==> src/rtl/scale_keypad_entry_pkg.sv <==
// Shared definitions for the scale keypad front end.
// Key codes are the raw matrix position row*4+col; the layout is
//   row0: 1 2 3 A / row1: 4 5 6 B / row2: 7 8 9 C / row3: * 0 # D
package scale_pkg;

  localparam int unsigned KP_LINES   = 4;
  localparam int unsigned KEY_W      = 4;
  localparam int unsigned PRICE_W    = 16;
  localparam int unsigned DCNT_W     = 3;
  localparam int unsigned NUM_DIGITS = 4;

  localparam logic [KEY_W-1:0] KEY_1      = 4'd0;
  localparam logic [KEY_W-1:0] KEY_2      = 4'd1;
  localparam logic [KEY_W-1:0] KEY_3      = 4'd2;
  localparam logic [KEY_W-1:0] KEY_ACC    = 4'd3;
  localparam logic [KEY_W-1:0] KEY_4      = 4'd4;
  localparam logic [KEY_W-1:0] KEY_5      = 4'd5;
  localparam logic [KEY_W-1:0] KEY_6      = 4'd6;
  localparam logic [KEY_W-1:0] KEY_CLRACC = 4'd7;
  localparam logic [KEY_W-1:0] KEY_7      = 4'd8;
  localparam logic [KEY_W-1:0] KEY_8      = 4'd9;
  localparam logic [KEY_W-1:0] KEY_9      = 4'd10;
  localparam logic [KEY_W-1:0] KEY_CLR    = 4'd11;
  localparam logic [KEY_W-1:0] KEY_STAR   = 4'd12;
  localparam logic [KEY_W-1:0] KEY_0      = 4'd13;
  localparam logic [KEY_W-1:0] KEY_ENTER  = 4'd14;
  localparam logic [KEY_W-1:0] KEY_BKSP   = 4'd15;

  typedef enum logic [1:0] {
    SCAN     = 2'd0,
    DEBOUNCE = 2'd1,
    HOLD     = 2'd2
  } scan_state_t;

  // Accepted-key event handed from the scanner to the entry datapath
  typedef struct packed {
    logic             valid;
    logic [KEY_W-1:0] code;
  } key_evt_t;

  // Matrix position to key code
  function automatic logic [KEY_W-1:0] key_code_f(input logic [1:0] row, input logic [1:0] col);
    return {row, col};
  endfunction

  function automatic logic key_is_digit(input logic [KEY_W-1:0] code);
    logic r;
    case (code)
      KEY_0, KEY_1, KEY_2, KEY_3, KEY_4,
      KEY_5, KEY_6, KEY_7, KEY_8, KEY_9: r = 1'b1;
      default:                           r = 1'b0;
    endcase
    return r;
  endfunction

  // Key code to BCD digit value (0 for non-digit keys)
  function automatic logic [3:0] key_digit(input logic [KEY_W-1:0] code);
    logic [3:0] d;
    case (code)
      KEY_1:   d = 4'd1;
      KEY_2:   d = 4'd2;
      KEY_3:   d = 4'd3;
      KEY_4:   d = 4'd4;
      KEY_5:   d = 4'd5;
      KEY_6:   d = 4'd6;
      KEY_7:   d = 4'd7;
      KEY_8:   d = 4'd8;
      KEY_9:   d = 4'd9;
      default: d = 4'd0;
    endcase
    return d;
  endfunction

endpackage

==> src/rtl/scale_keypad_entry_if.sv <==
// Keypad pins plus the price/command outputs toward the scale core.
//   master: the keypad entry block (drives col_n and all results)
//   slave : board/scale side (drives row_n)
interface scale_keypad_if;
  import scale_pkg::*;

  logic [KP_LINES-1:0] row_n;
  logic [KP_LINES-1:0] col_n;
  logic [PRICE_W-1:0]  price;
  logic [PRICE_W-1:0]  entry_value;
  logic [DCNT_W-1:0]   digit_cnt;
  logic                accumulate_btn;
  logic                clear_accumulate_btn;
  logic                clear_btn;
  logic                key_valid;
  logic [KEY_W-1:0]    key_code;

  modport master (
    input  row_n,
    output col_n, price, entry_value, digit_cnt,
    output accumulate_btn, clear_accumulate_btn, clear_btn,
    output key_valid, key_code
  );

  modport slave (
    output row_n,
    input  col_n, price, entry_value, digit_cnt,
    input  accumulate_btn, clear_accumulate_btn, clear_btn,
    input  key_valid, key_code
  );
endinterface

==> src/rtl/scale_keypad_scan.sv <==
// Keypad scanner: row synchronizer, scan tick divider, scan/debounce FSM
// and column drive.
//   clk, rst   : clock, async active-high reset
//   row_n      : raw keypad rows (active low, asynchronous)
//   col_n      : one-hot-low column drive
//   key_valid  : registered one-cycle pulse per accepted key
//   key_code   : registered code of the last accepted key
//   evt_c      : accept event in the accepting tick cycle (combinational)
module scale_keypad_scan
  import scale_pkg::*;
#(
  parameter int unsigned SCAN_DIV       = 10000,
  parameter int unsigned DEBOUNCE_SCANS = 4
) (
  input  logic                clk,
  input  logic                rst,
  input  logic [KP_LINES-1:0] row_n,
  output logic [KP_LINES-1:0] col_n,
  output logic                key_valid,
  output logic [KEY_W-1:0]    key_code,
  output key_evt_t            evt_c
);

  localparam int unsigned DIV_W = $clog2(SCAN_DIV + 2);
  localparam int unsigned CNT_W = $clog2(DEBOUNCE_SCANS + 2);

  logic [KP_LINES-1:0] row_s1, row_s2;
  logic [DIV_W-1:0]    div_q;
  logic                tick;

  scan_state_t         state_q, state_d;
  logic [KP_LINES-1:0] col_q, col_d;
  logic [1:0]          row_q, row_d;
  logic [CNT_W-1:0]    cnt_q, cnt_d, cnt_inc;
  logic                key_valid_q;
  logic [KEY_W-1:0]    key_code_q;

  logic                any_low;
  logic [1:0]          low_row;
  logic [1:0]          col_idx;

  // Two-flop synchronizer for the asynchronous row inputs
  always_ff @(posedge clk or posedge rst) begin
    if (rst) begin
      row_s1 <= '1;
      row_s2 <= '1;
    end else begin
      row_s1 <= row_n;
      row_s2 <= row_s1;
    end
  end

  // Free-running scan divider; tick period is SCAN_DIV+1 clocks
  assign tick = (div_q == DIV_W'(SCAN_DIV));

  always_ff @(posedge clk or posedge rst) begin
    if (rst)       div_q <= '0;
    else if (tick) div_q <= '0;
    else           div_q <= div_q + DIV_W'(1);
  end

  // Lowest-index low row wins when several rows are pressed
  always_comb begin
    any_low = ~&row_s2;
    low_row = 2'd0;
    for (int i = KP_LINES - 1; i >= 0; i--) begin
      if (!row_s2[i]) low_row = 2'(i);
    end
  end

  always_comb begin
    col_idx = 2'd0;
    for (int i = 0; i < KP_LINES; i++) begin
      if (!col_q[i]) col_idx = 2'(i);
    end
  end

  assign cnt_inc = cnt_q + CNT_W'(1);

  // Scan FSM next state; every decision is qualified by tick
  always_comb begin
    state_d    = state_q;
    col_d      = col_q;
    row_d      = row_q;
    cnt_d      = cnt_q;
    evt_c      = '0;
    evt_c.code = key_code_f(row_q, col_idx);
    if (tick) begin
      case (state_q)
        SCAN: begin
          if (any_low) begin
            row_d   = low_row;
            cnt_d   = '0;
            state_d = DEBOUNCE;
          end else begin
            col_d = {col_q[KP_LINES-2:0], col_q[KP_LINES-1]};
          end
        end
        DEBOUNCE: begin
          if (any_low && (low_row == row_q)) begin
            if (cnt_inc == CNT_W'(DEBOUNCE_SCANS)) begin
              evt_c.valid = 1'b1;
              cnt_d       = '0;
              state_d     = HOLD;
            end else begin
              cnt_d = cnt_inc;
            end
          end else begin
            state_d = SCAN;
          end
        end
        HOLD: begin
          // Release must be stable for DEBOUNCE_SCANS ticks; no auto-repeat
          if (any_low) begin
            cnt_d = '0;
          end else if (cnt_inc == CNT_W'(DEBOUNCE_SCANS)) begin
            cnt_d   = '0;
            state_d = SCAN;
          end else begin
            cnt_d = cnt_inc;
          end
        end
        default: begin
          state_d = SCAN;
          cnt_d   = '0;
        end
      endcase
    end
  end

  always_ff @(posedge clk or posedge rst) begin
    if (rst) begin
      state_q     <= SCAN;
      col_q       <= 4'b1110;
      row_q       <= 2'd0;
      cnt_q       <= '0;
      key_valid_q <= 1'b0;
      key_code_q  <= '0;
    end else begin
      state_q     <= state_d;
      col_q       <= col_d;
      row_q       <= row_d;
      cnt_q       <= cnt_d;
      key_valid_q <= evt_c.valid;
      if (evt_c.valid) key_code_q <= evt_c.code;
    end
  end

  assign col_n     = col_q;
  assign key_valid = key_valid_q;
  assign key_code  = key_code_q;

endmodule

==> src/rtl/scale_keypad_entry.sv <==
// Keypad front end for the scale: scans the keypad and turns accepted keys
// into a 4-digit BCD price entry and one-cycle command strobes.
//   clk, rst : clock, async active-high reset
//   kp       : keypad pins, committed price, entry display, digit count,
//              accumulate / clear-accumulate / clear strobes, key_valid/key_code
module scale_keypad_entry
  import scale_pkg::*;
#(
  parameter int unsigned SCAN_DIV       = 10000,
  parameter int unsigned DEBOUNCE_SCANS = 4
) (
  input  logic           clk,
  input  logic           rst,
  scale_keypad_if.master kp
);

  key_evt_t           evt_c;
  logic [PRICE_W-1:0] price_q;
  logic [PRICE_W-1:0] entry_q;
  logic [DCNT_W-1:0]  cnt_q;
  logic               acc_q, clracc_q, clr_q;

  scale_keypad_scan #(
    .SCAN_DIV      (SCAN_DIV),
    .DEBOUNCE_SCANS(DEBOUNCE_SCANS)
  ) u_scan (
    .clk      (clk),
    .rst      (rst),
    .row_n    (kp.row_n),
    .col_n    (kp.col_n),
    .key_valid(kp.key_valid),
    .key_code (kp.key_code),
    .evt_c    (evt_c)
  );

  // Entry datapath and strobe decode; updates land with key_valid
  always_ff @(posedge clk or posedge rst) begin
    if (rst) begin
      price_q  <= '0;
      entry_q  <= '0;
      cnt_q    <= '0;
      acc_q    <= 1'b0;
      clracc_q <= 1'b0;
      clr_q    <= 1'b0;
    end else begin
      acc_q    <= 1'b0;
      clracc_q <= 1'b0;
      clr_q    <= 1'b0;
      if (evt_c.valid) begin
        case (evt_c.code)
          KEY_ACC:    acc_q    <= 1'b1;
          KEY_CLRACC: clracc_q <= 1'b1;
          KEY_CLR: begin
            clr_q   <= 1'b1;
            entry_q <= '0;
            cnt_q   <= '0;
          end
          KEY_BKSP: begin
            if (cnt_q != '0) begin
              entry_q <= entry_q >> 4;
              cnt_q   <= cnt_q - DCNT_W'(1);
            end
          end
          KEY_STAR: begin
            entry_q <= '0;
            cnt_q   <= '0;
          end
          KEY_ENTER: begin
            price_q <= entry_q;
            entry_q <= '0;
            cnt_q   <= '0;
          end
          default: begin
            // Digits beyond the fourth are dropped
            if (key_is_digit(evt_c.code) && (cnt_q < DCNT_W'(NUM_DIGITS))) begin
              entry_q <= {entry_q[PRICE_W-5:0], key_digit(evt_c.code)};
              cnt_q   <= cnt_q + DCNT_W'(1);
            end
          end
        endcase
      end
    end
  end

  assign kp.price                = price_q;
  assign kp.entry_value          = entry_q;
  assign kp.digit_cnt            = cnt_q;
  assign kp.accumulate_btn       = acc_q;
  assign kp.clear_accumulate_btn = clracc_q;
  assign kp.clear_btn            = clr_q;

endmodule
==> src/flat_wrapper.sv <==
// flat-port wrapper written by rule: the top's interface ports become plain ports
module scale_keypad_entry_flat import scale_pkg::*;
#(
  parameter int unsigned SCAN_DIV       = 10000,
  parameter int unsigned DEBOUNCE_SCANS = 4
)
  (clk, rst, kp_row_n, kp_col_n, kp_price, kp_entry_value, kp_digit_cnt, kp_accumulate_btn, kp_clear_accumulate_btn, kp_clear_btn, kp_key_valid, kp_key_code);
  scale_keypad_if kp_i ();
  input  logic clk;
  input  logic rst;
  input wire logic [$bits(kp_i.row_n)-1:0] kp_row_n;
  output wire logic [$bits(kp_i.col_n)-1:0] kp_col_n;
  output wire logic [$bits(kp_i.price)-1:0] kp_price;
  output wire logic [$bits(kp_i.entry_value)-1:0] kp_entry_value;
  output wire logic [$bits(kp_i.digit_cnt)-1:0] kp_digit_cnt;
  output wire logic [$bits(kp_i.accumulate_btn)-1:0] kp_accumulate_btn;
  output wire logic [$bits(kp_i.clear_accumulate_btn)-1:0] kp_clear_accumulate_btn;
  output wire logic [$bits(kp_i.clear_btn)-1:0] kp_clear_btn;
  output wire logic [$bits(kp_i.key_valid)-1:0] kp_key_valid;
  output wire logic [$bits(kp_i.key_code)-1:0] kp_key_code;
  assign kp_i.row_n = kp_row_n;
  assign kp_col_n = kp_i.col_n;
  assign kp_price = kp_i.price;
  assign kp_entry_value = kp_i.entry_value;
  assign kp_digit_cnt = kp_i.digit_cnt;
  assign kp_accumulate_btn = kp_i.accumulate_btn;
  assign kp_clear_accumulate_btn = kp_i.clear_accumulate_btn;
  assign kp_clear_btn = kp_i.clear_btn;
  assign kp_key_valid = kp_i.key_valid;
  assign kp_key_code = kp_i.key_code;
  scale_keypad_entry #(.SCAN_DIV(SCAN_DIV), .DEBOUNCE_SCANS(DEBOUNCE_SCANS)) u_core (.clk(clk), .rst(rst), .kp(kp_i));
endmodule
==> config.mk <==
export PLATFORM = sky130hd
export DESIGN_NAME = scale_keypad_entry_flat
export DESIGN_NICKNAME = d
export VERILOG_FILES = /design/src/rtl/scale_keypad_entry_pkg.sv /design/src/rtl/scale_keypad_entry_if.sv /design/src/rtl/scale_keypad_scan.sv /design/src/rtl/scale_keypad_entry.sv /design/src/flat_wrapper.sv
export SDC_FILE = /design/constraint.sdc
export NUM_CORES = 1
export LEC_CHECK = 0
export CAP_MARGIN = 25
export CORE_MARGIN = 10
export CORE_UTILIZATION = 49
export DETAILED_ROUTE_END_ITERATION = 8
export PLACE_DENSITY_LB_ADDON = 0.25
export REMOVE_ABC_BUFFERS = 1
export SYNTH_ARGS = -nofsm -noshare
export SYNTH_HDL_FRONTEND = slang
export SYNTH_SLANG_ARGS = --single-unit
==> constraint.sdc <==
create_clock -name clk -period 2.64 [get_ports clk]
set_input_delay 0.792 -clock clk [delete_from_list [all_inputs] [get_ports clk]]
set_output_delay 0.792 -clock clk [all_outputs]
set_load 0.02 [all_outputs]
==> results list, run 1 <==
- Result of the run: finished clean
- Endpoint arrival time on the critical path: 1.64 ns
- First-pass GRT wire length: 12800 µm
- The number of hold-slack violations in the final timing report came to 0.
- The clock passes through at most 2 buffers.
- Of the cells placed in the final design, the portion with a size suffix greater than 1 is 21.3%.
- Number of register bits inferred by synthesis: 76
- Overflow after GRT: 0
- Post-route worst hold slack: 0.356 ns
- The worst hold path passes through 0 cells.
- Classification of the worst-slack hold path: flop to flop
* Starting density of the core: 50.3%
- The slowest stage of the critical path belongs to the cell clkdlybuf4s50_1.
* Total leakage power: 0.00204 µW
* DRT antenna net count: 0
- After legalization and detailed placement, the total HPWL measured 5360 µm.
* Floorplan Core Area: 0.00725 mm²
- After filler insertion, the fill cell instance count of the layout stands at 599.
* Cell variety after synth: 58
- For this block, the via count after detailed routing is 2458.
- TritonCTS clock tree: done
* Number of design rule violations left after detail routing: 0
- In this run the cell area of the synthesized design comes to 0.00365 mm².
- Dividing the detail-routed wire length by the instance count gives 16.5 µm.
- Floorplan row count: 31
* 1st-pass router iterations: 4
- During placement, the flow inserted port buffers numbering 52.
* Launching element type of the critical path: flop
- Root Driver: clkbuf_8
- For this run, the top clock speed supported by timing is 0.412 GHz.
* Max FO, Critical Path: 8
- CTS hold repair buffers: 0
- Post-CTS Resized: 0
- Category of the critical setup timing path: flop to output pin
* Seq/Total Area, Yosys: 52.5%
* Post-synth top flop: dfrtp_1
- The tool flagged a number of max-cap violations equal to 0.
* Final #Nets: 367
* Clock input transition at the sequential cells of the worst setup and hold paths: 0.08 ns
- Yosys Warn Count: 0
* IR drop worst, VDD: 0.000449 V
- Including well taps, the total number of placed cells is 440.
- In the routed layout, each cell is associated on average with a via count of 5.40.
- Post-CTS setup buffer count: 0
- The floorplan step defined a die boundary enclosing 0.0113 mm².
- Cts bufs inserted: 9
- Share of synthesized registers carrying an async set or reset: 100%
* Number of standard cells after synthesis: 294
- Max-slew headroom at the worst pin: 53.4%
- After layout, the worst path uses 91.9% of the clock period.
- Horizontal die dimension: 106 µm
- Buffer and inverter count on the worst path: 1
- Logic depth of the worst register-to-register path: 7
- The largest single stage delay on the critical path is 0.66 ns.
* Area added between synthesis and finish: 24.1%
- Entering global routing, the biggest net connects 77 pins.
- Final Wtd Congestion: 0.815
* DRT iter0 DRCs: 112
* ANT cells: 0
- Core occupancy in the finished layout: 62.4%
- Adding up every negative setup slack in the final design gives 0 ns.
- Setup violations remaining at the end of the flow were counted as 0.
- The later pin in the worst-skew pair is clocked with a latency of 0.34 ns.
- The cell family contributing the most delay on the critical path is buffers and inverters.
- Data on the critical path is required at its endpoint by 1.85 ns.
- The H-tree was split into 3 levels.
- The count of pins over their slew limit was 0.
- Setup repair after global routing left no endpoint under its margin.
- Die H: 106 µm
- In this run the count of I/O pins placed on the die edge is 53.
* Final cell count without fillers: 455
- STA classifies the critical path endpoint as an output pin.
- Total GRT Usage: 13.7%
* Power density cells: 519 mW/mm²
* Chain of cells forming the critical path: clkdlybuf4s50_1
- The clock drives 76 sinks.
- Post-layout min period: 2.43 ns
- Initial antenna violation count: 0
- Count of flip-flops with a built-in enable after synthesis: 0
- Averaged over all synthesized cells, the footprint is 12.4 µm².
* Actual transition at the worst max-transition pin: 0.694 ns
* Number of cells on the critical path: 1
- Number of global-route vias before repair: 2493
- Fin Clk Skew: 0.00869 ns
- Drt total wl: 7500 µm
cells in the mapped netlist (2+ instances only):
cell	number	share of area [%]
dfrtp_1	65	45
inv_1	16	1.6
mux2_2	16	4.9
mux2_4	15	6.2
nand2_1	15	1.5
nor2_1	14	1.4
nand3_1	12	1.6
a22o_1	11	2.6
dfstp_2	11	7.9
o21ai_0	9	1.2
ha_1	8	2.7
xnor2_1	7	1.7
clkbuf_1	6	0.62
nand4_1	6	1.0
xor2_1	6	1.4
mux2_1	5	1.5
a21oi_1	4	0.55
a31oi_1	4	0.69
and3_1	4	0.69
and4_1	4	0.96
a21bo_1	3	0.82
and2_1	3	0.51
buf_6	3	0.93
nand2b_1	3	0.51
nor3b_1	3	0.62
a21bo_2	2	0.55
a21boi_0	2	0.41
a21o_1	2	0.41
a21oi_2	2	0.48
and4bb_1	2	0.69
nor2b_1	2	0.34
nor4_1	2	0.34
nor4bb_1	2	0.55
power breakdown:
part	internal, µW	switching (µW)
sequential	1170	4.94
clock	717	411
combinational	12.6	26.2
metal layers:
metal | up-vias | GRT usage, % | part of all wire [%]
met5 | - | 0 | 0
met4 | 0 | 5.51 | 1.5
met2 | 39 | 20.8 | 47
met1 | 1244 | 18.5 | 47
met3 | 9 | 3.32 | 3.9
li1 | 1166 | - | -
area by class of cell:
class	instances	area, µm²	share of cell area, %
flip-flops and latches	76	1920	42.4
multi-input cells	189	1580	34.9
repair buffers	60	593	13.1
clock buffers	10	128	2.82
clock inverters	5	125	2.77
well taps	99	124	2.74
inverters	16	60.1	1.33
worst register-to-register path, delay by kind of cell, from the launching register on:
| family | cells | cell delay (ns) |
|---|---|---|
| buf+inv | 1 | 0.08 |
| flops | 1 | 0.43 |
| simple gates | 2 | 0.57 |
| fa+ha+maj | 1 | 0.14 |
| compound gates | 3 | 0.93 |
registers in the layout (all words and copies together), names as in the netlist, 4 cells and up:
signal / count
u_core.kp.entry_value: 16
u_core.u_scan.div_q: 14
u_core.u_scan.col_n: 4
u_core.kp.price: 16
u_core.u_scan.row_s2: 4
u_core.u_scan.row_s1: 4
u_core.u_scan.key_code: 4
per-stage QoR:
| stage | power (µW) | cell area [µm²] | worst slack, ns |
|---|---|---|---|
| CTS | 2370 | 4520 | 0.191 |
| detailed placement | 1240 | 4270 | 0.383 |
| floorplan | 1220 | 3550 | -0.275 |
| global route | 2430 | 4520 | 0.171 |
| finish | 2350 | 4520 | 0.213 |
| global placement | 1240 | 4270 | 0.420 |
cell families (layout without fill, tap and decap cells):
| family | count (synthesis) | in the layout | synth area share, % |
|---|---|---|---|
| AOI/OAI and AO/OA | 47 | 47 | 9.85 |
| xor gates and xnor gates | 13 | 13 | 3.12 |
| adders and majority gates | 9 | 9 | 3.29 |
| buffers and inverters | 29 | 91 | 4.19 |
| DFF | 76 | 76 | 52.5 |
| muxes | 37 | 37 | 12.9 |
| and+or+nand+nor | 83 | 83 | 14.1 |
worst paths after layout:
path | slack [ns] | endpoint | startpoint
max in group asynchronous | 1.43 | u_core.u_scan.row_s2[3]$_DFF_PP1_ | rst
hold reg to reg | 0.36 | u_core.u_scan.row_s2[1]$_DFF_PP1_ | u_core.u_scan.row_s1[1]$_DFF_PP1_
setup / recovery | 0.21 | kp_col_n[3] | u_core.u_scan.col_n[3]$_DFFE_PP1P_
setup reg to reg | 0.37 | u_core.kp.digit_cnt[2]$_DFFE_PP0P_ | u_core.u_scan.div_q[0]$_DFF_PP0_
min in group asynchronous | 0.87 | u_core.u_scan.div_q[12]$_DFF_PP0_ | rst
hold / removal | 0.36 | u_core.u_scan.row_s2[1]$_DFF_PP1_ | u_core.u_scan.row_s1[1]$_DFF_PP1_
cell usage in the layout, fill, tap and decap left out, types with 7 or more instances in the layout:
cell type and instances:
mux2_2 16, clkbuf_8 9, nand3_1 12, ha_1 8
clkdlybuf4s50_1 52, nor2_1 14, inv_1 15, xnor2_1 7
o21ai_0 9, dfrtp_1 65, buf_4 7, a22o_1 11
nand2_1 15, mux2_4 15, dfstp_2 11
(Power assumes the default switching activity.)
==> inputs of run 2 (changes only) <==
--- a/config.mk
+++ b/config.mk
@@ -8,6 +8,7 @@
 export CAP_MARGIN = 25
 export CORE_MARGIN = 10
 export CORE_UTILIZATION = 49
+export CTS_BUF_LIST = sky130_fd_sc_hd__clkbuf_8 sky130_fd_sc_hd__clkbuf_16
 export DETAILED_ROUTE_END_ITERATION = 8
 export PLACE_DENSITY_LB_ADDON = 0.25
 export REMOVE_ABC_BUFFERS = 1
==> constraint.sdc (replaced) <==
create_clock -name clk -period 2.64 [get_ports clk]
set_input_delay 0.528 -clock clk [delete_from_list [all_inputs] [get_ports clk]]
set_output_delay 0.528 -clock clk [all_outputs]
set_load 0.02 [all_outputs]
==> results list, run 2 (same netlist as run 1, synthesis figures left out) <==
- Number of global-route vias before repair: 2473 (-0.80%)
- The number of rows created at floorplan was 31 (unchanged).
- The number of antenna violations at the first check in global routing came to 0 (unchanged).
* Fill count: 571 (-4.7%)
- Total via count after detailed routing: 2452 (-0.24%)
* Count of final max-slew check failures: 0 (unchanged)
- Longest individual stage delay on the worst path: 0.75 ns (+0.09 ns)
- Detail Route met2 WL: 3510 µm (-1.4%)
* Power density cells: 544 mW/mm² (+4.9%)
* Post-detailed-route via-to-cell ratio: 5.37 (-0.68%)
* Sequential share of power: 47.4% (-2.9 points)
- Category of the critical setup timing path: flop to output pin
- In the layout the commonest cells are 65 x dfrtp_1, 52 x clkdlybuf4s50_1, 16 x mux2_2.
- The part of the power in combinational logic was 1.7% (about the same).
* Total power after layout: 2490 µW (+6.1%)
- ANT cells: 0 (unchanged)
* TritonCTS clock tree: done
* Clock input transition at the sequential cells of the worst setup and hold paths: 0.08 ns (about the same)
* Core occupancy in the finished layout: 63.1% (+0.71 points)
- Worst-Skew Late Latency: 0.34 ns (about the same)
- The area of the die was 0.0113 mm² (unchanged).
- Floorplan Core Area: 0.00725 mm² (unchanged)
- The total number of H-tree levels is 3 (unchanged).
- Post-CTS Resized: 0 (unchanged)
- The total global routing overflow is 0 (unchanged).
- The initial core utilization was 50.3% (unchanged).
- Setup repair after global routing left no endpoint under its margin.
* Number of design rule violations left after detail routing: 0 (unchanged)
- Master of the slowest instance on the critical path: dfstp_2
* Area added between synthesis and finish: 25.5%
- Endpoint arrival time on the critical path: 1.78 ns (+0.14 ns)
- Total leakage power: 0.00207 µW (+1.2%)
- The iteration-0 DRC count of the detailed router is 80 (-29%).
* Final worst-path cycle share: 87.5% (-4.4 points)
- Post-layout min period: 2.31 ns (-0.116 ns)
* Length of routed met3 wiring: 379 µm (+30%)
- The power spent charging and discharging nets was 453 µW (+2.6%).
* Sw Ratio: 18.2% (-0.62 points)
- Buffer and inverter count on the worst path: 1 (unchanged)
- The wire length of the first global-routing pass is 12400 µm (-3.8%).
- HPWL after detailed placement: 5330 µm (-0.55%)
- The headroom to the max-slew limit was 51.6% (-1.8 points).
- The average detailed-routed wire length per instance came to 16.1 µm (-2.5%).
- Horizontal die dimension: 106 µm (unchanged)
- The number of cells in the finished layout apart from fillers came to 457 (+0.44%).
- The final setup violation count is 0 (unchanged).
- IR drop worst, VDD: 0.000310 V (-31%)
- Internal Power: 2040 µW (+6.9%)
- Fraction of final layout cells with drive strength greater than 1: 22.1% (+0.72 points)
- Result of the run: finished clean
- Part of the power in the clock network: 50.9% (+2.8 points)
- The tightest min-delay check is of the flop to flop type.
* Cell type group with the largest total delay on the critical path: flip-flops
- The worst clock skew is 0.0123 ns (+0.00357 ns).
* Number of port buffers: 52 (unchanged)
- Post-CTS setup buffer count: 0 (unchanged)
- The placed cell count came to 441 (+0.23%).
- Highest routing layer actually used: met4
- Walking the worst path, the cells encountered are clkdlybuf4s50_1.
- The global placement routability congestion was 0.776 (-4.8%).
- The number of gates on the worst path with buffers counted came to 1 (unchanged).
- The final wirelength was 7340 µm (-2.1%).
- Max FO, Critical Path: 19 (+11)
* Maximum operating frequency: 0.433 GHz (+5.0%)
- Endpoint type of the worst setup path: output pin
- Final hold violation count: 0 (unchanged)
- The data required time of the critical path came to 2.11 ns (+0.26 ns).
- The cell count of the worst reg-to-reg path came to 8 (+1).
* Worst hold stages: 0 (unchanged)
- The setup slack at placement came to 0.356 ns (-0.0266 ns).
- The total iterations of the first detailed-routing run is 4 (unchanged).
- Actual transition at the worst max-transition pin: 0.721 ns (+0.0262 ns)
- The total track usage came to 13.4% (-0.38 points).
* Routed metal-1 wirelength: 3320 µm (-6.1%)
- Top-Level Pins: 53 (unchanged)
- CTS hold repair buffers: 0 (unchanged)
* Max-capacitance violation count: 0 (unchanged)
- Most common cell after layout, fill and taps aside: dfrtp_1
* Launching element type of the critical path: flop
- The maximum number of buffers from clock root to sink was 2 (unchanged).
- Root Driver: clkbuf_8
* Worst-case setup margin in the final layout: 0.329 ns (+0.116 ns)
* Cts bufs inserted: 9 (unchanged)
- Num Clock Sinks: 76 (unchanged)
- Die H: 106 µm (unchanged)
* Largest net degree at the start of global routing: 36 (-53%)
- The post-layout net count was 368 (+0.27%).
- DRT antenna net count: 0 (unchanged)
-- run 2: per-layer routing --
| layer | vias to the layer above | track usage [%] |
|---|---|---|
| li1 | 1164 | - |
| met4 | 0 | 6.19 |
| met2 | 45 | 20.6 |
| met5 | - | 0 |
| met1 | 1235 | 17.2 |
| met3 | 8 | 3.56 |
-- run 2: final timing paths --
| path | startpoint | end | slack (ns) |
|---|---|---|---|
| setup / recovery | u_core.u_scan.col_n[3]$_DFFE_PP1P_ | kp_col_n[3] | 0.33 |
| setup reg to reg | u_core.u_scan.div_q[0]$_DFF_PP0_ | u_core.kp.price[1]$_DFFE_PP0P_ | 0.37 |
| min in group asynchronous | rst | u_core.kp.entry_value[4]$_DFFE_PP0P_ | 0.53 |
| hold / removal | u_core.u_scan.row_s1[2]$_DFF_PP1_ | u_core.u_scan.row_s2[2]$_DFF_PP1_ | 0.36 |
| hold reg to reg | u_core.u_scan.row_s1[2]$_DFF_PP1_ | u_core.u_scan.row_s2[2]$_DFF_PP1_ | 0.36 |
| max in group asynchronous | rst | u_core.u_scan.row_s2[3]$_DFF_PP1_ | 1.48 |
-- run 2: power by group through the flow --
stage	sequential [µW]	combinational [µW]	clock [µW]
after floorplan	1200	22.2	0
after CTS	1180	43.2	1290
after detailed placement	1200	43.2	0
after global placement	1200	42.7	0
final	1180	41.2	1270
after global routing	1180	47.3	1340
-- run 2: layout make-up --
class	count	area (µm²)	share of cell area, %
well taps	99	124	2.71
clock inverters	6	159	3.47
clock buffers	10	138	3.01
repair buffers	61	601	13.1
flip-flops and latches	76	1920	41.9
inverters	16	60.1	1.31
multi-input cells	189	1580	34.5
-- run 2: per-stage QoR --
step	TNS (ns)	hold slack, ns	instance area, µm²
4_1_cts	0	0.358	4570
3_3_place_gp	0	0.345	4280
5_1_grt	0	0.359	4570
2_1_floorplan	-3.87	0.345	3550
3_5_place_dp	0	0.347	4280
6_report	0	0.357	4570
==> inputs of run 3 (changes only) <==
--- a/config.mk
+++ b/config.mk
@@ -11,7 +11,6 @@
 export CTS_BUF_LIST = sky130_fd_sc_hd__clkbuf_8 sky130_fd_sc_hd__clkbuf_16
 export DETAILED_ROUTE_END_ITERATION = 8
 export PLACE_DENSITY_LB_ADDON = 0.25
-export REMOVE_ABC_BUFFERS = 1
 export SYNTH_ARGS = -nofsm -noshare
 export SYNTH_HDL_FRONTEND = slang
 export SYNTH_SLANG_ARGS = --single-unit
==> results list, run 3 (same netlist as run 1, synthesis figures left out) <==
* Starting density of the core: 50.3% (unchanged)
* Number of global-route vias before repair: 2533 (+2.4%)
- Maximum operating frequency: 0.436 GHz (+0.87%)
* Number of port buffers: 52 (unchanged)
* Longest individual stage delay on the worst path: 0.74 ns (about the same)
* Total via count after detailed routing: 2500 (+2.0%)
- Buffer and inverter count on the worst path: 1 (unchanged)
- The average detailed-routed wire length per instance came to 16.9 µm (+5.0%).
* Result of the run: finished clean
- Die H: 106 µm (unchanged)
- The number of antenna violations at the first check in global routing is 0 (unchanged).
- Synthesis produced a netlist with a net count of 309.
- The horizontal die dimension came to 106 µm (unchanged).
- Flip-flop and latch area: 0.00192 mm² (unchanged)
- The total CTS buffers is 9 (unchanged).
* Post-CTS Resized: 0 (unchanged)
- Number of design rule violations left after detail routing: 0 (unchanged)
- The fraction of final layout cells sized beyond drive strength 1 was 21.8% (-0.22 points).
* Fin Clk Skew: 0.0118 ns (-0.000436 ns)
- Endpoint type of the worst setup path: output pin
- The post-detailed-route via-to-cell ratio was 5.48 (+2.2%).
- The total iterations of the first detailed-routing run came to 4 (unchanged).
* Maximum count of clock buffers along a single path: 2 (unchanged)
- The slowest stage of the critical path is the dfstp_2 cell.
- Classification of the worst-slack hold path: flop to flop
* ANT cells: 0 (unchanged)
* Total GRT Usage: 14.3% (+0.93 points)
- HPWL after detailed placement: 5430 µm (+1.9%)
- The final setup violation count came to 0 (unchanged).
- DRT antenna net count: 0 (unchanged)
- Setup repair after global routing left no endpoint under its margin.
- Floorplan Core Area: 0.00725 mm² (unchanged)
- From synthesis to final layout, the design area changed by 23.4%.
* Clock input transition at the sequential cells of the worst setup and hold paths: 0.07 ns (about the same)
* Top-Level Pins: 53 (unchanged)
- The data required time of the critical path came to 2.11 ns (about the same).
- Launching element type of the critical path: flop
- Category of the critical setup timing path: flop to output pin
* Final Wtd Congestion: 0.855 (+10%)
- The fill cell instance count of the final layout was 596 (+4.4%).
* Final worst-path cycle share: 86.8% (-0.75 points)
* Post-CTS setup buffer count: 0 (unchanged)
* Largest net degree at the start of global routing: 34 (-5.6%)
* Max-capacitance violation count: 0 (unchanged)
* Core occupancy in the finished layout: 62.0% (-1.1 points)
* IR drop worst, VDD: 0.000216 V (-30%)
- The placed cell count was 440 (-0.23%).
- Chain of cells forming the critical path: clkdlybuf4s50_1
- Worst-Skew Late Latency: 0.35 ns (about the same)
* Num Clock Sinks: 76 (unchanged)
* Root Driver: clkbuf_8
- The cell family contributing the most delay on the critical path is flip-flops.
- Floorplan row count: 31 (unchanged)
* Max-slew headroom at the worst pin: 50.1% (-1.5 points)
- The sum of negative setup slack is 0 ns (unchanged).
- The total number of H-tree levels was 3 (unchanged).
* Total leakage power: 0.00203 µW (-1.8%)
- The count of pins over their slew limit was 0 (unchanged).
- Final #Nets: 367 (-0.27%)
* Multi-input combinational cell area: 0.00158 mm² (unchanged)
- Final cell count without fillers: 456 (-0.22%)
- Endpoint arrival time on the critical path: 1.76 ns (-0.02 ns)
* First-pass GRT wire length: 13200 µm (+6.8%)
- Final hold violation count: 0 (unchanged)
- The iteration-0 DRC count of the detailed router is 104 (+30%).
- The measured slew at the worst slew-check pin came to 0.743 ns (+0.0227 ns).
* CTS hold repair buffers: 0 (unchanged)
- The top cell types in the final layout, fill and taps aside, are 65 x dfrtp_1, 52 x clkdlybuf4s50_1, 16 x mux2_2.
- Power density cells: 484 mW/mm² (-11%)
- Post-layout min period: 2.29 ns (-0.0198 ns)
- TritonCTS built the clock tree.
- The top fanout value on the critical path came to 19 (unchanged).
- Most common cell after layout, fill and taps aside: dfrtp_1
- DIE AREA: 0.0113 mm² (unchanged)
- Overflow after GRT: 0 (unchanged)
* Drt total wl: 7700 µm (+4.8%)
## run 3: cell types whose count changed in the layout (fill, tap and decap cells not counted)
| cell | before | now |
|---|---|---|
| bufinv_16 | 5 | 2 |
| clkinv_2 | 0 | 3 |
| buf_4 | 8 | 6 |
| buf_12 | 1 | 2 |
| clkbuf_8 | 10 | 9 |
| clkinvlp_4 | 0 | 1 |
## run 3: layout make-up
class / count / share of cell area (%)
flip-flops and latches: 76 / 42.6
multi-input cells: 189 / 35.1
repair buffers: 60 / 13.5
clock buffers: 9 / 2.75
well taps: 99 / 2.75
clock inverters: 7 / 2.03
inverters: 16 / 1.34
## run 3: layer usage
| metal | global-route usage [%] | wire [µm] | part of all wire, % | up-vias |
|---|---|---|---|---|
| met2 | 21.1 | 3610 | 47 | 73 |
| met4 | 6.00 | 114 | 1.5 | 0 |
| met1 | 19.1 | 3440 | 45 | 1254 |
| met3 | 4.35 | 539 | 7.0 | 9 |
| li1 | - | - | - | 1164 |
| met5 | 0 | 0 | 0 | - |
## run 3: final timing paths
| check | startpoint | endpoint | slack (ns) | cells past startpoint |
|---|---|---|---|---|
| setup reg to reg | u_core.u_scan.div_q[0]$_DFF_PP0_ | u_core.kp.digit_cnt[2]$_DFFE_PP0P_ | 0.36 | 7 |
| setup / recovery | u_core.u_scan.col_n[3]$_DFFE_PP1P_ | kp_col_n[3] | 0.35 | 1 |
| max in group asynchronous | rst | u_core.u_scan.col_n[1]$_DFFE_PP1P_ | 1.50 | 3 |
| hold / removal | u_core.u_scan.row_s1[3]$_DFF_PP1_ | u_core.u_scan.row_s2[3]$_DFF_PP1_ | 0.36 | 0 |
| min in group asynchronous | rst | u_core.u_scan.div_q[7]$_DFF_PP0_ | 0.53 | 2 |
| hold reg to reg | u_core.u_scan.row_s1[3]$_DFF_PP1_ | u_core.u_scan.row_s2[3]$_DFF_PP1_ | 0.36 | 0 |
## run 3: report_power, final
part | total (µW) | switching [µW] | internal (µW)
Combinational | 43.6 | 28.3 | 15.4
Clock | 955 | 427 | 529
Sequential | 1180 | 5.33 | 1170
Total | 2180 | 460 | 1720
## run 3: metrics by stage
| step | power (µW) | instance area, µm² | hold WS [ns] | setup WS (ns) |
|---|---|---|---|---|
| 2_1_floorplan | 1220 | 3650 | 0.345 | 0.192 |
| 3_3_place_gp | 1250 | 4280 | 0.346 | 0.426 |
| 3_5_place_dp | 1250 | 4280 | 0.347 | 0.369 |
| 4_1_cts | 2210 | 4500 | 0.358 | 0.320 |
| 5_1_grt | 2270 | 4500 | 0.365 | 0.187 |
| 6_report | 2180 | 4500 | 0.356 | 0.349 |
